===== config.mk =====
export PLATFORM = sky130hd
export DESIGN_NAME = bit_serial_adder_flat
export DESIGN_NICKNAME = d
export VERILOG_FILES = /design/src/rtl/bit_serial_adder_if.sv /design/src/rtl/bit_serial_adder.sv /design/src/flat_wrapper.sv
export SDC_FILE = /design/constraint.sdc
export NUM_CORES = 1
export LEC_CHECK = 0
export BUFFER_PORTS_ARGS = -buffer_cell sky130_fd_sc_hd__buf_4
export CAP_MARGIN = 20
export CORE_ASPECT_RATIO = 1.25
export CORE_MARGIN = 4
export CORE_UTILIZATION = 50
export CTS_CLUSTER_SIZE = 25
export DETAILED_ROUTE_END_ITERATION = 8
export HOLD_SLACK_MARGIN = 0.15
export PLACE_DENSITY = 0.75
export SKIP_CTS_REPAIR_TIMING = 1
export SLEW_MARGIN = 20
export SYNTH_ARGS = -nofsm -noshare
export SYNTH_HDL_FRONTEND = slang
export SYNTH_SLANG_ARGS = --single-unit

===== constraint.sdc =====
create_clock -name Clock -period 1.7 [get_ports Clock]
set_input_delay 0.085 -clock Clock [delete_from_list [all_inputs] [get_ports Clock]]
set_output_delay 0.085 -clock Clock [all_outputs]
set_load 0.005 [all_outputs]

===== src/rtl/bit_serial_adder_if.sv =====
// Valid/ready operand and result bus for bit_serial_adder.
// The Overflow signal exists only when BIT_SERIAL_ADDER_OVERFLOW_EN is defined.
interface bit_serial_adder_if #(
  parameter int WIDTH = 8
);
  logic [WIDTH-1:0] InputA;
  logic [WIDTH-1:0] InputB;
  logic             InputCarry;
  logic             InputSubtract;
  logic             InputValid;
  logic             InputReady;
  logic [WIDTH-1:0] Output;
  logic             OutputCarry;
  logic             OutputValid;
  logic             OutputReady;
`ifdef BIT_SERIAL_ADDER_OVERFLOW_EN
  logic             Overflow;
`endif

  modport master (
`ifdef BIT_SERIAL_ADDER_OVERFLOW_EN
    input  Overflow,
`endif
    output InputA, InputB, InputCarry, InputSubtract, InputValid, OutputReady,
    input  InputReady, Output, OutputCarry, OutputValid
  );

  modport slave (
`ifdef BIT_SERIAL_ADDER_OVERFLOW_EN
    output Overflow,
`endif
    input  InputA, InputB, InputCarry, InputSubtract, InputValid, OutputReady,
    output InputReady, Output, OutputCarry, OutputValid
  );
endinterface


===== src/rtl/bit_serial_adder.sv =====
// Bit-serial adder/subtractor: DIGIT_WIDTH bits per clock through one registered carry.
// Define BIT_SERIAL_ADDER_OVERFLOW_EN to add the registered signed-overflow output.
module bit_serial_adder #(
  parameter int WIDTH       = 8,
  parameter int DIGIT_WIDTH = 1
) (
  input  logic              Clock,
  input  logic              Reset,
  bit_serial_adder_if.slave bus
);
  localparam int STEPS = WIDTH / DIGIT_WIDTH;
  localparam int CNT_W = (STEPS > 1) ? $clog2(STEPS) : 1;

  typedef enum logic [1:0] {IDLE, RUN, DONE} state_t;

  state_t             state_q, state_d;
  logic [WIDTH-1:0]   a_q, a_d;
  logic [WIDTH-1:0]   b_q, b_d;
  logic [WIDTH-1:0]   result_q, result_d;
  logic               carry_q, carry_d;
  logic [CNT_W-1:0]   cnt_q, cnt_d;
  logic               in_ready_q, in_ready_d;
  logic               out_valid_q, out_valid_d;
  logic [DIGIT_WIDTH:0] digit_sum;
  logic               accept;
  logic               last_step;
`ifdef BIT_SERIAL_ADDER_OVERFLOW_EN
  logic               ovf_q, ovf_d;
`endif

  assign accept    = bus.InputValid && in_ready_q;
  assign last_step = (cnt_q == CNT_W'(STEPS - 1));
  assign digit_sum = {1'b0, a_q[DIGIT_WIDTH-1:0]}
                   + {1'b0, b_q[DIGIT_WIDTH-1:0]}
                   + {{DIGIT_WIDTH{1'b0}}, carry_q};

  always_comb begin
    // NOTE: every variable gets its hold value first so no path can infer a latch.
    state_d  = state_q;
    a_d      = a_q;
    b_d      = b_q;
    result_d = result_q;
    carry_d  = carry_q;
    cnt_d    = cnt_q;
`ifdef BIT_SERIAL_ADDER_OVERFLOW_EN
    ovf_d    = ovf_q;
`endif
    case (state_q)
      IDLE: begin
        if (accept) begin
          a_d      = bus.InputA;
          b_d      = bus.InputSubtract ? ~bus.InputB : bus.InputB;
          carry_d  = bus.InputCarry ^ bus.InputSubtract;
          cnt_d    = '0;
          result_d = '0;
`ifdef BIT_SERIAL_ADDER_OVERFLOW_EN
          ovf_d    = 1'b0;
`endif
          state_d  = RUN;
        end
      end
      RUN: begin
        // New digit enters at the top; after STEPS shifts the LSB digit sits at bit 0.
        result_d = (result_q >> DIGIT_WIDTH)
                 | (WIDTH'(digit_sum[DIGIT_WIDTH-1:0]) << (WIDTH - DIGIT_WIDTH));
        carry_d  = digit_sum[DIGIT_WIDTH];
        a_d      = a_q >> DIGIT_WIDTH;
        b_d      = b_q >> DIGIT_WIDTH;
        cnt_d    = cnt_q + CNT_W'(1);
        if (last_step) begin
          state_d = DONE;
`ifdef BIT_SERIAL_ADDER_OVERFLOW_EN
          // Carry into the MSB recovered from the MSB sum bit: a ^ b ^ s.
          ovf_d   = (a_q[DIGIT_WIDTH-1] ^ b_q[DIGIT_WIDTH-1] ^ digit_sum[DIGIT_WIDTH-1])
                  ^ digit_sum[DIGIT_WIDTH];
`endif
        end
      end
      DONE: begin
        if (bus.OutputReady) state_d = IDLE;
      end
      default: state_d = IDLE;
    endcase
    in_ready_d  = (state_d == IDLE);
    out_valid_d = (state_d == DONE);
  end

  always_ff @(posedge Clock) begin
    // NOTE: sequential state uses non-blocking assignments so all flops update together.
    if (Reset) begin
      state_q     <= IDLE;
      a_q         <= '0;
      b_q         <= '0;
      result_q    <= '0;
      carry_q     <= 1'b0;
      cnt_q       <= '0;
      in_ready_q  <= 1'b0;
      out_valid_q <= 1'b0;
`ifdef BIT_SERIAL_ADDER_OVERFLOW_EN
      ovf_q       <= 1'b0;
`endif
    end else begin
      state_q     <= state_d;
      a_q         <= a_d;
      b_q         <= b_d;
      result_q    <= result_d;
      carry_q     <= carry_d;
      cnt_q       <= cnt_d;
      in_ready_q  <= in_ready_d;
      out_valid_q <= out_valid_d;
`ifdef BIT_SERIAL_ADDER_OVERFLOW_EN
      ovf_q       <= ovf_d;
`endif
    end
  end

  assign bus.InputReady  = in_ready_q;
  assign bus.OutputValid = out_valid_q;
  assign bus.Output      = result_q;
  assign bus.OutputCarry = carry_q;
`ifdef BIT_SERIAL_ADDER_OVERFLOW_EN
  assign bus.Overflow    = ovf_q;
`endif
endmodule


===== src/flat_wrapper.sv =====
// flat-port wrapper written by rule: the top's interface ports become plain ports
module bit_serial_adder_flat 
#(
  parameter int WIDTH       = 8,
  parameter int DIGIT_WIDTH = 1
)
  (Clock, Reset, bus_InputA, bus_InputB, bus_InputCarry, bus_InputSubtract, bus_InputValid, bus_OutputReady, bus_InputReady, bus_Output, bus_OutputCarry, bus_OutputValid);
  bit_serial_adder_if #(.WIDTH(WIDTH)) bus_i ();
  input  logic Clock;
  input  logic Reset;
  input wire logic [$bits(bus_i.InputA)-1:0] bus_InputA;
  input wire logic [$bits(bus_i.InputB)-1:0] bus_InputB;
  input wire logic [$bits(bus_i.InputCarry)-1:0] bus_InputCarry;
  input wire logic [$bits(bus_i.InputSubtract)-1:0] bus_InputSubtract;
  input wire logic [$bits(bus_i.InputValid)-1:0] bus_InputValid;
  input wire logic [$bits(bus_i.OutputReady)-1:0] bus_OutputReady;
  output wire logic [$bits(bus_i.InputReady)-1:0] bus_InputReady;
  output wire logic [$bits(bus_i.Output)-1:0] bus_Output;
  output wire logic [$bits(bus_i.OutputCarry)-1:0] bus_OutputCarry;
  output wire logic [$bits(bus_i.OutputValid)-1:0] bus_OutputValid;
  assign bus_i.InputA = bus_InputA;
  assign bus_i.InputB = bus_InputB;
  assign bus_i.InputCarry = bus_InputCarry;
  assign bus_i.InputSubtract = bus_InputSubtract;
  assign bus_i.InputValid = bus_InputValid;
  assign bus_i.OutputReady = bus_OutputReady;
  assign bus_InputReady = bus_i.InputReady;
  assign bus_Output = bus_i.Output;
  assign bus_OutputCarry = bus_i.OutputCarry;
  assign bus_OutputValid = bus_i.OutputValid;
  bit_serial_adder #(.WIDTH(WIDTH), .DIGIT_WIDTH(DIGIT_WIDTH)) u_core (.Clock(Clock), .Reset(Reset), .bus(bus_i));
endmodule

==> After elaboration in Yosys (flattened, before gate mapping) <==
Index checks and enable logic that the tools add are counted.
{ "totals": {"input_bits": 22, "wordCells": 39, "register_bits": 32, "out_inout_bits": 11} }
{ "classes": {"n_reduce_logical": 5, "muxes": 15, "n_eq_ne": 5, "bitwise_logic": 3, "n_addsub": 3} }
{ "op_table": {"columns": ["op", "count"], "rows": [
  ["$pmux W8 S2", 3],
  ["$mux W8", 4],
  ["$not A8 Y8", 1],
  ["$or A7 B8 Y8", 1],
  ["$mux W2", 3],
  ["$pmux W2 S3", 1],
  ["$pmux W3 S2", 1],
  ["$eq A2 B2 Y1 const B", 2],
  ["$logic_not A2 Y1", 2],
  ["$add A3 B1 Y3 const B", 1],
  ["$eq A3 B3 Y1 const B", 1],
  ["$mux W3", 1],
  ["$add A1 B1 Y2", 1],
  ["$add A2 B1 Y2", 1],
  ["$eq A2 B1 Y1 const B", 1],
  ["$ne A2 B1 Y1 const B", 1],
  ["$pmux W1 S2", 1],
  ["$reduce_and A2 Y1", 1],
  ["$reduce_bool A2 Y1", 1],
  ["$logic_and A1 B1 Y1", 1],
  ["$mux W1", 1],
  ["$xor A1 B1 Y1", 1]
]} }

==> Depth between registers and ports, before layout <==
Gate-level depths: netlist of run 1.
{ "logic_depth": {"depth_word": 4, "depth_mapped": 5, "depth_no_buf": 4} }

==> Worst setup path after synthesis of run 1 <==
Ideal clock, no wire load.
{ "synth_timing": {"path_kind": "flip-flop to flip-flop", "start": "reg u_core.state_q[0]", "end": "reg u_core.carry_q, in the netlist u_core.bus.OutputCarry", "slack_ps": 484, "setup_ps": 95, "path_buffers": 1, "period_less_slack_ps": 1216, "required_ps": 1605, "stages_incl_launch_ff": 5, "t_arrival_ps": 1121, "path_cell_list": "dfxtp_1 -> nor2b_1 -> buf_2 -> or4_1 -> o311ai_1"} }
{ "synth_between": {"elab_chain_cells": 3, "elab_cells_between_ends": 6, "classes_between": "eq/ne: 2; mux: 1; reduce/logical: 3"} }
{ "synth_rtl": {"columns": ["element", "line_no", "rtl"], "rows": [
  ["start, declared", "bit_serial_adder.sv:16", "state_t state_q, state_d;"],
  ["start signal, assigned", "bit_serial_adder.sv:103", "state_q <= state_d;"],
  ["$logic_not A2 Y1 or $eq A2 B1 Y1 (tied branches)", "bit_serial_adder.sv:48", "case (state_q)"],
  ["$ne A2 B1 Y1 (no line) or $reduce_bool A2 Y1 (tied branches)", null, null],
  ["$reduce_and A2 Y1 (no line)", null, null],
  ["end signal, assigned", "bit_serial_adder.sv:107", "carry_q <= carry_d;"],
  ["end, declared", "bit_serial_adder.sv:20", "logic carry_q, carry_d;"]
]} }
Parallel ways exist; a longest one is shown, timed or not.
A chain may end at the register's enable or synchronous reset.

==> Worst setup path in the final report of run 1 <==
{ "layout_timing": {"start": "reg u_core.state_q[1]", "end": "reg u_core.result_q[6], in the netlist u_core.bus.Output[6]"} }
{ "layout_between": {"elab_chain_cells": 3, "elab_cells_between_ends": 6, "classes_between": "eq/ne: 2; mux: 1; reduce/logical: 3"} }
{ "layout_rtl": {"columns": ["element", "line_no", "rtl"], "rows": [
  ["$logic_not A2 Y1 or $eq A2 B1 Y1 (tied branches)", "bit_serial_adder.sv:48", null],
  ["$ne A2 B1 Y1 (no line) or $reduce_bool A2 Y1 (tied branches)", null, null],
  ["$reduce_and A2 Y1 (no line)", null, null],
  ["end signal, assigned", "bit_serial_adder.sv:106", "result_q <= result_d;"],
  ["end, declared", "bit_serial_adder.sv:19", "logic [WIDTH-1:0] result_q, result_d;"]
]} }
Parallel ways exist; a longest one is shown, timed or not.

==> results of run 1 <==
## worst reg2reg max path, cell delays in order, from the launching register on
cell                        delay [ns]
sky130_fd_sc_hd__dfxtp_1          0.45
sky130_fd_sc_hd__nand4bb_1        0.19
sky130_fd_sc_hd__buf_4            0.31
sky130_fd_sc_hd__nand3_1          0.14
sky130_fd_sc_hd__a21oi_1          0.18
## cells in the final DEF, fill, tap and decap left out, types with 2 or more instances in the layout
| cell | instances |
|---|---|
| sky130_fd_sc_hd__dlygate4sd3_1 | 11 |
| sky130_fd_sc_hd__a22oi_1 | 15 |
| sky130_fd_sc_hd__xor2_1 | 8 |
| sky130_fd_sc_hd__or4_1 | 2 |
| sky130_fd_sc_hd__nand3_1 | 27 |
| sky130_fd_sc_hd__clkbuf_8 | 2 |
| sky130_fd_sc_hd__nand2_1 | 11 |
| sky130_fd_sc_hd__nand2b_1 | 3 |
| sky130_fd_sc_hd__ha_1 | 2 |
| sky130_fd_sc_hd__dfxtp_1 | 32 |
| sky130_fd_sc_hd__a21oi_1 | 27 |
| sky130_fd_sc_hd__clkbuf_4 | 5 |
| sky130_fd_sc_hd__nor2_1 | 4 |
| sky130_fd_sc_hd__buf_4 | 38 |
| sky130_fd_sc_hd__inv_1 | 3 |
## final cells by class
| cell class | count | area, sq um | area share |
|---|---|---|---|
| Multi-Input combinational cell | 107 | 658 | 0.357 |
| Inverter | 3 | 11.3 | 0.00611 |
| Clock buffer | 7 | 65.1 | 0.0353 |
| Timing Repair Buffer | 49 | 395 | 0.215 |
| Sequential cell | 32 | 641 | 0.348 |
| Tap cell | 34 | 42.5 | 0.0231 |
| Clock inverter | 1 | 30.0 | 0.0163 |
## through the flow
stage               power [mW]  hold WS (ns)  cell area, sq um  instances  utilization
floorplan                0.951         0.221              1390        158            -
global placement          1.02         0.338              1640        214        0.611
detailed placement        1.03         0.346              1640        214        0.611
CTS                       1.68       -0.0237              1730        222        0.647
global route              1.76         0.163              1840        233        0.688
finish                    1.69         0.132              1840        233        0.688
## state kept, by name (all words and copies together), names as in the netlist
| signal | cells |
|---|---|
| u_core.b_q | 8 |
| u_core.state_q | 2 |
| u_core.cnt_q | 3 |
| u_core.bus.OutputValid | 1 |
| u_core.bus.Output | 8 |
| u_core.bus.OutputCarry | 1 |
| u_core.bus.InputReady | 1 |
| u_core.a_q | 8 |
## kinds of logic after synthesis
group                      after synthesis  synth area share
buffers and inverters                   19            0.0703
adders and majority gates                3            0.0325
DFF                                     32             0.462
xor gates and xnor gates                 9            0.0568
and+or+nand+nor                         50             0.182
AOI/OAI and AO/OA                       45             0.197
## report_power, final
group | internal, mW | leakage, nW | switching, mW
sequential | 0.781 | 0.260 | 0.0190
clock | 0.390 | 0.0515 | 0.269
combinational | 0.113 | 0.398 | 0.119
## per-layer routing
| metal | global-route usage | vias up |
|---|---|---|
| met3 | 0.0626 | 7 |
| li1 | - | 640 |
| met5 | 0 | - |
| met4 | 0.0942 | 0 |
| met1 | 0.218 | 610 |
| met2 | 0.317 | 50 |
## worst max-delay path by stage
stage,end,cells past startpoint,startpoint
finish,u_core.bus.Output[6]$_SDFFE_PP0P_,4,u_core.state_q[1]$_SDFF_PP0_
global route,u_core.b_q[4]$_SDFFE_PP0P_,4,u_core.state_q[1]$_SDFF_PP0_
CTS,u_core.bus.Output[6]$_SDFFE_PP0P_,4,u_core.state_q[1]$_SDFF_PP0_
detailed placement,u_core.bus.Output[4]$_SDFFE_PP0P_,4,u_core.state_q[1]$_SDFF_PP0_
global placement,u_core.bus.OutputValid$_SDFF_PP0_,4,u_core.state_q[0]$_SDFF_PP0_
floorplan,u_core.bus.OutputCarry$_SDFFE_PP0P_,4,u_core.state_q[0]$_SDFF_PP0_
==> implementation parameters, run 1 <==
Parameter                              Value

Run status
  Run status    complete, no violations

STA
  Final total negative setup slack    0 ns
  Final setup violating endpoints    0
  Unrepaired setup endpoints after global routing    false
  Final hold violation count    0
  Number of slew-limit violations in the final report    0
  Clock period minus worst slack    approximately 1.3 ns
  Crit share post-route    0.791
  Worst slew slack as a fraction of its limit    0.744
  Final Worst Setup Slack    between 0.3 and 0.4 ns
  Timing-limited maximum frequency    744 MHz
  Transition time of the tightest slew-check pin    approximately 0.38 ns
  Clock skew    0.00741 ns

Routing
  Sum of met3 wire segment lengths after detailed routing    250 um
  WL final    between 3000 and 4000 um
  Drt via density    approximately 5.6
  Wire length on met1    1290 um
  Top layer used by detailed routing    met4
  Amount of wire on met2 after detailed routing    roughly 1600 um
  Detailed-route DRC error count    0
  Number of detailed-route iterations in the first pass    5
  Detailed-route via count    1307
  Routed length per instance    between 10 and 15 um
  Initial DRC Count    52
  Routed Antenna Nets    0

Yosys
  Synth Instances    158
  Proportion of register bits with asynchronous set or reset after synthesis    0
  Seq/Total Area, Yosys    0.462
  Netlist area before placement    roughly 1400 sq um
  Main synth FF type    sky130_fd_sc_hd__dfxtp_1
  Area leader, netlist    sky130_fd_sc_hd__dfxtp_1
  Count of state elements after synthesis    32
  Syn nets    183
  Unique masters post-synth    22
  Cells taking the most area after synthesis    sky130_fd_sc_hd__dfxtp_1 46%, sky130_fd_sc_hd__a21oi_1 9.7%, sky130_fd_sc_hd__nand3_1 9.7%
  Average cell area after synthesis    8.78 sq um
  EDFF count, synth    0
  Top cells by instance count after synthesis    32 x sky130_fd_sc_hd__dfxtp_1, 27 x sky130_fd_sc_hd__a21oi_1, 27 x sky130_fd_sc_hd__nand3_1
  Leading cell type by number of instances after synthesis    sky130_fd_sc_hd__dfxtp_1
  Area share of the leading cell type in the synthesized netlist    0.462
  Count of synthesis-stage warnings from yosys    0

Setup path
  Worst Path Required    between 1.5 and 2 ns
  Reg2Reg Capture Point    u_core.bus.Output[6]$_SDFFE_PP0P_
  Type of destination of the critical path    flop
  Worst reg2reg startpoint    u_core.state_q[1]$_SDFF_PP0_
  Biggest fanout along the worst timing path    28
  Slowest Stage Delay on Critical Path    ~0.45 ns
  Worst path cell trace    nand4bb_1, buf_4, nand3_1, a21oi_1
  Worst setup path class    flop to flop
  Endpoint arrival time on the critical path    1.62 ns
  Category of the worst setup path launch point    flop
  Setup slack of the most critical reg-to-reg path    between 0.3 and 0.4 ns
  Buf/Inv on CP    1
  Kind of cell adding the most delay to the critical path    flip-flops
  Depth of the most critical reg-to-reg path    4
  CP max-delay cell    sky130_fd_sc_hd__dfxtp_1

Clocking
  Number of buffers on the longest clock path    2
  Number of buffers created by CTS    5
  Source-to-sink clock delay at the later pin of the worst-skew pair    0.34 ns
  CTS Root Cell    sky130_fd_sc_hd__clkbuf_4
  H-tree depth    2
  Clock tree from TritonCTS    done
  Clk slew on worst S/H paths    roughly 0.1 ns
  Clock sinks    32

Die
  X dimension of the die    between 50 and 60 um
  Top-Level Pins    33
  Core Region    around 2700 sq um
  Starting utilization of the core area    0.518
  Std-Cell Rows    21
  DIE AREA    roughly 3700 sq um
  Chip Height    66.9 um

Global routing
  Overflow after GRT    0
  Initial antenna violation count    0
  Maximum number of pins on one net before global-route repair    35
  Via count of the first global-routing pass    approximately 1200
  Global-route wire length before repair    between 5000 and 6000 um
  Overall global routing resource usage    0.193

Placed design
  Number of I/O port buffers    32
  Post-place setup slack    approximately 0.38 ns
  HPWL after detailed placement    between 2000 and 2500 um
  Gp weighted congestion    around 0.74

Finish
  Number of antenna diodes    0
  Post-layout net count    223
  Final-layout fill cell count    roughly 240
  Fraction of final layout cells with drive strength greater than 1    0.241
  Area delta synth->final    32.8%

Pwr
  IR Drop Worst-Case VDD    0.681 mV
  Power per unit of standard cell area    918 nW/um^2
  Standby leakage power    0.709 nW

Worst hold path
  Worst Hold Path EP    u_core.b_q[3]$_SDFFE_PP0P_
  Hold Path Stages    4
  Type of the most critical hold path    primary input to flop
  Worst hold path startpoint    bus_InputB[3]

Run
  Maxcap violations    0
No activity file was read; power rests on OpenSTA's default activity.
==> inputs of run 2 (changes only) <==
clock period = 1.36 ns   (was 1.7 ns; I/O delays follow)
==> run 2 against run 1 <==
  * Sequential share of layout area is 0.88 points lower
  * Die area stayed put
  * Clock power is 15% lower
  * First-iteration DRC count is 29% lower
  * Worst setup slack worse by 0.32 ns
  * Clock-buffer cell count is 1 lower
  * Global-route usage is 0.22 points lower
  * Total power is 11% higher
==> implementation parameters, run 2 (synthesis results as in run 1) <==
Parameter                              Value

Run status
  Run status    complete, no violations

Pwr
  Reported net switching power    0.497 mW
  Internal Pwr Total    1.39 mW
  IR Drop Worst-Case VDD    between 0.7 and 0.8 mV
  Register share of total power    0.533
  Power per unit of standard cell area    roughly 1000 nW/um^2
  Standby leakage power    0.724 nW
  Combinational power share    0.170
  Clock power frac    0.298
  Switching share of total power    0.264

Routing
  Routed length per instance    13.0 um
  Routed Antenna Nets    0
  Number of detailed-route iterations in the first pass    4
  Initial DRC Count    37
  Detailed-route DRC error count    0
  Drt via density    between 5 and 6
  Detailed-route via count    between 1000 and 1500
  WL final    around 3100 um

Run
  Maxcap violations    0

Clocking
  Number of buffers created by CTS    5
  Number of buffers on the longest clock path    2
  Clk slew on worst S/H paths    ~0.10 ns
  Clock tree from TritonCTS    done
  Source-to-sink clock delay at the later pin of the worst-skew pair    around 0.33 ns
  H-tree depth    2
  Clock sinks    32
  CTS Root Cell    sky130_fd_sc_hd__clkbuf_4

STA
  Transition time of the tightest slew-check pin    approximately 0.3 ns
  Final Worst Setup Slack    about 0.04 ns
  Final hold violation count    0
  Number of slew-limit violations in the final report    0
  Worst slew slack as a fraction of its limit    0.795
  Hold_ws    0.138 ns
  Clock skew    about 0.0096 ns
  Final setup violating endpoints    0
  Final total negative setup slack    0 ns
  Timing-limited maximum frequency    roughly 760 MHz
  Clock period minus worst slack    roughly 1.3 ns
  Crit share post-route    0.970

Setup path
  Type of destination of the critical path    flop
  Endpoint arrival time on the critical path    1.54 ns
  Biggest fanout along the worst timing path    1
  Worst Path Required    ~1.6 ns
  Worst setup path class    primary input to flop
  Category of the worst setup path launch point    primary input

Die
  DIE AREA    between 3000 and 4000 sq um
  Std-Cell Rows    21
  Core Region    roughly 2700 sq um
  Top-Level Pins    33
  X dimension of the die    55.1 um
  Chip Height    about 67 um
  Starting utilization of the core area    0.518

Global routing
  Via count of the first global-routing pass    between 1000 and 1500
  Overall global routing resource usage    0.191
  Global-route wire length before repair    about 5100 um
  Maximum number of pins on one net before global-route repair    35
  Overflow after GRT    0
  Initial antenna violation count    0

Placed design
  Post-place setup slack    0.0829 ns
  Number of I/O port buffers    32
  Gp weighted congestion    just over 0.8
  HPWL after detailed placement    2030 um

Finish
  Area delta synth->final    36.5%
  Number of antenna diodes    0
  Fraction of final layout cells with drive strength greater than 1    0.250
  Leading cell type in the layout, fill and taps excluded    sky130_fd_sc_hd__buf_4
  Post-layout net count    between 200 and 250
  Final-layout fill cell count    about 230
  Most frequent cells in the layout    36 x sky130_fd_sc_hd__buf_4, 31 x sky130_fd_sc_hd__dfxtp_1, 27 x sky130_fd_sc_hd__nand3_1, 27 x sky130_fd_sc_hd__a21oi_1

Worst hold path
  Type of the most critical hold path    primary input to flop
[run 2: changes by cell type in the layout (fill, tap and decap cells not counted), sizes merged]
| cell | before | now |
|---|---|---|
| dlygate4sd3 | 11 | 15 |
| clkinv | 0 | 2 |
| clkbuf | 7 | 6 |
| bufinv | 1 | 0 |
| buf | 38 | 39 |
[run 2: worst paths after layout]
check,start,end,slack (ns),depth (start not counted)
setup / recovery,bus_InputB[7],u_core.b_q[7]$_SDFFE_PP0P_,0.04,6
hold / removal,bus_InputB[5],u_core.b_q[5]$_SDFFE_PP0P_,0.14,4
setup reg to reg,u_core.state_q[1]$_SDFF_PP0_,u_core.bus.OutputCarry$_SDFFE_PP0P_,0.07,3
hold reg to reg,u_core.a_q[6]$_SDFFE_PP0P_,u_core.a_q[6]$_SDFFE_PP0P_,0.48,2
[run 2: layer usage]
layer  part of all wire  up-vias  GRT usage
met4              0.021        0      0.109
met3              0.057        7     0.0649
met1               0.44      627      0.212
li1                   -      653          -
met5                  0        -          0
met2               0.48       40      0.306
[run 2: stage by stage]
step,util,instances,power [mW],area [sq um]
global placement,0.614,215,1.28,1650
finish,0.707,238,1.88,1890
floorplan,-,158,1.19,1390
detailed placement,0.614,215,1.29,1650
global route,0.707,238,1.99,1890
CTS,0.637,223,1.85,1710
[run 2: layout make-up]
class | instances | area [sq um] | share of cell area
Multi-Input combinational cell | 107 | 683 | 0.361
Sequential cell | 32 | 642 | 0.339
Timing Repair Buffer | 54 | 454 | 0.240
Clock buffer | 6 | 51.3 | 0.0271
Tap cell | 34 | 42.5 | 0.0225
Inverter | 3 | 11.3 | 0.00594
Clock inverter | 2 | 10.0 | 0.00528
[run 2: worst max-delay path, stage by stage]
cell and delay (ns):
sky130_fd_sc_hd__dlygate4sd3_1 0.53, sky130_fd_sc_hd__buf_4 0.13, sky130_fd_sc_hd__xor2_1 0.13, sky130_fd_sc_hd__dlygate4sd3_1 0.56
sky130_fd_sc_hd__nand2_1 0.07, sky130_fd_sc_hd__a21oi_1 0.05
[run 2: power groups by stage]
stage | sequential (mW) | combinational (mW) | clock, mW
final | 1.00 | 0.320 | 0.560
after global routing | 1.01 | 0.354 | 0.625
after CTS | 1.00 | 0.270 | 0.584
after detailed placement | 1.02 | 0.268 | 0
after global placement | 1.02 | 0.258 | 0
after floorplan | 1.02 | 0.174 | 0
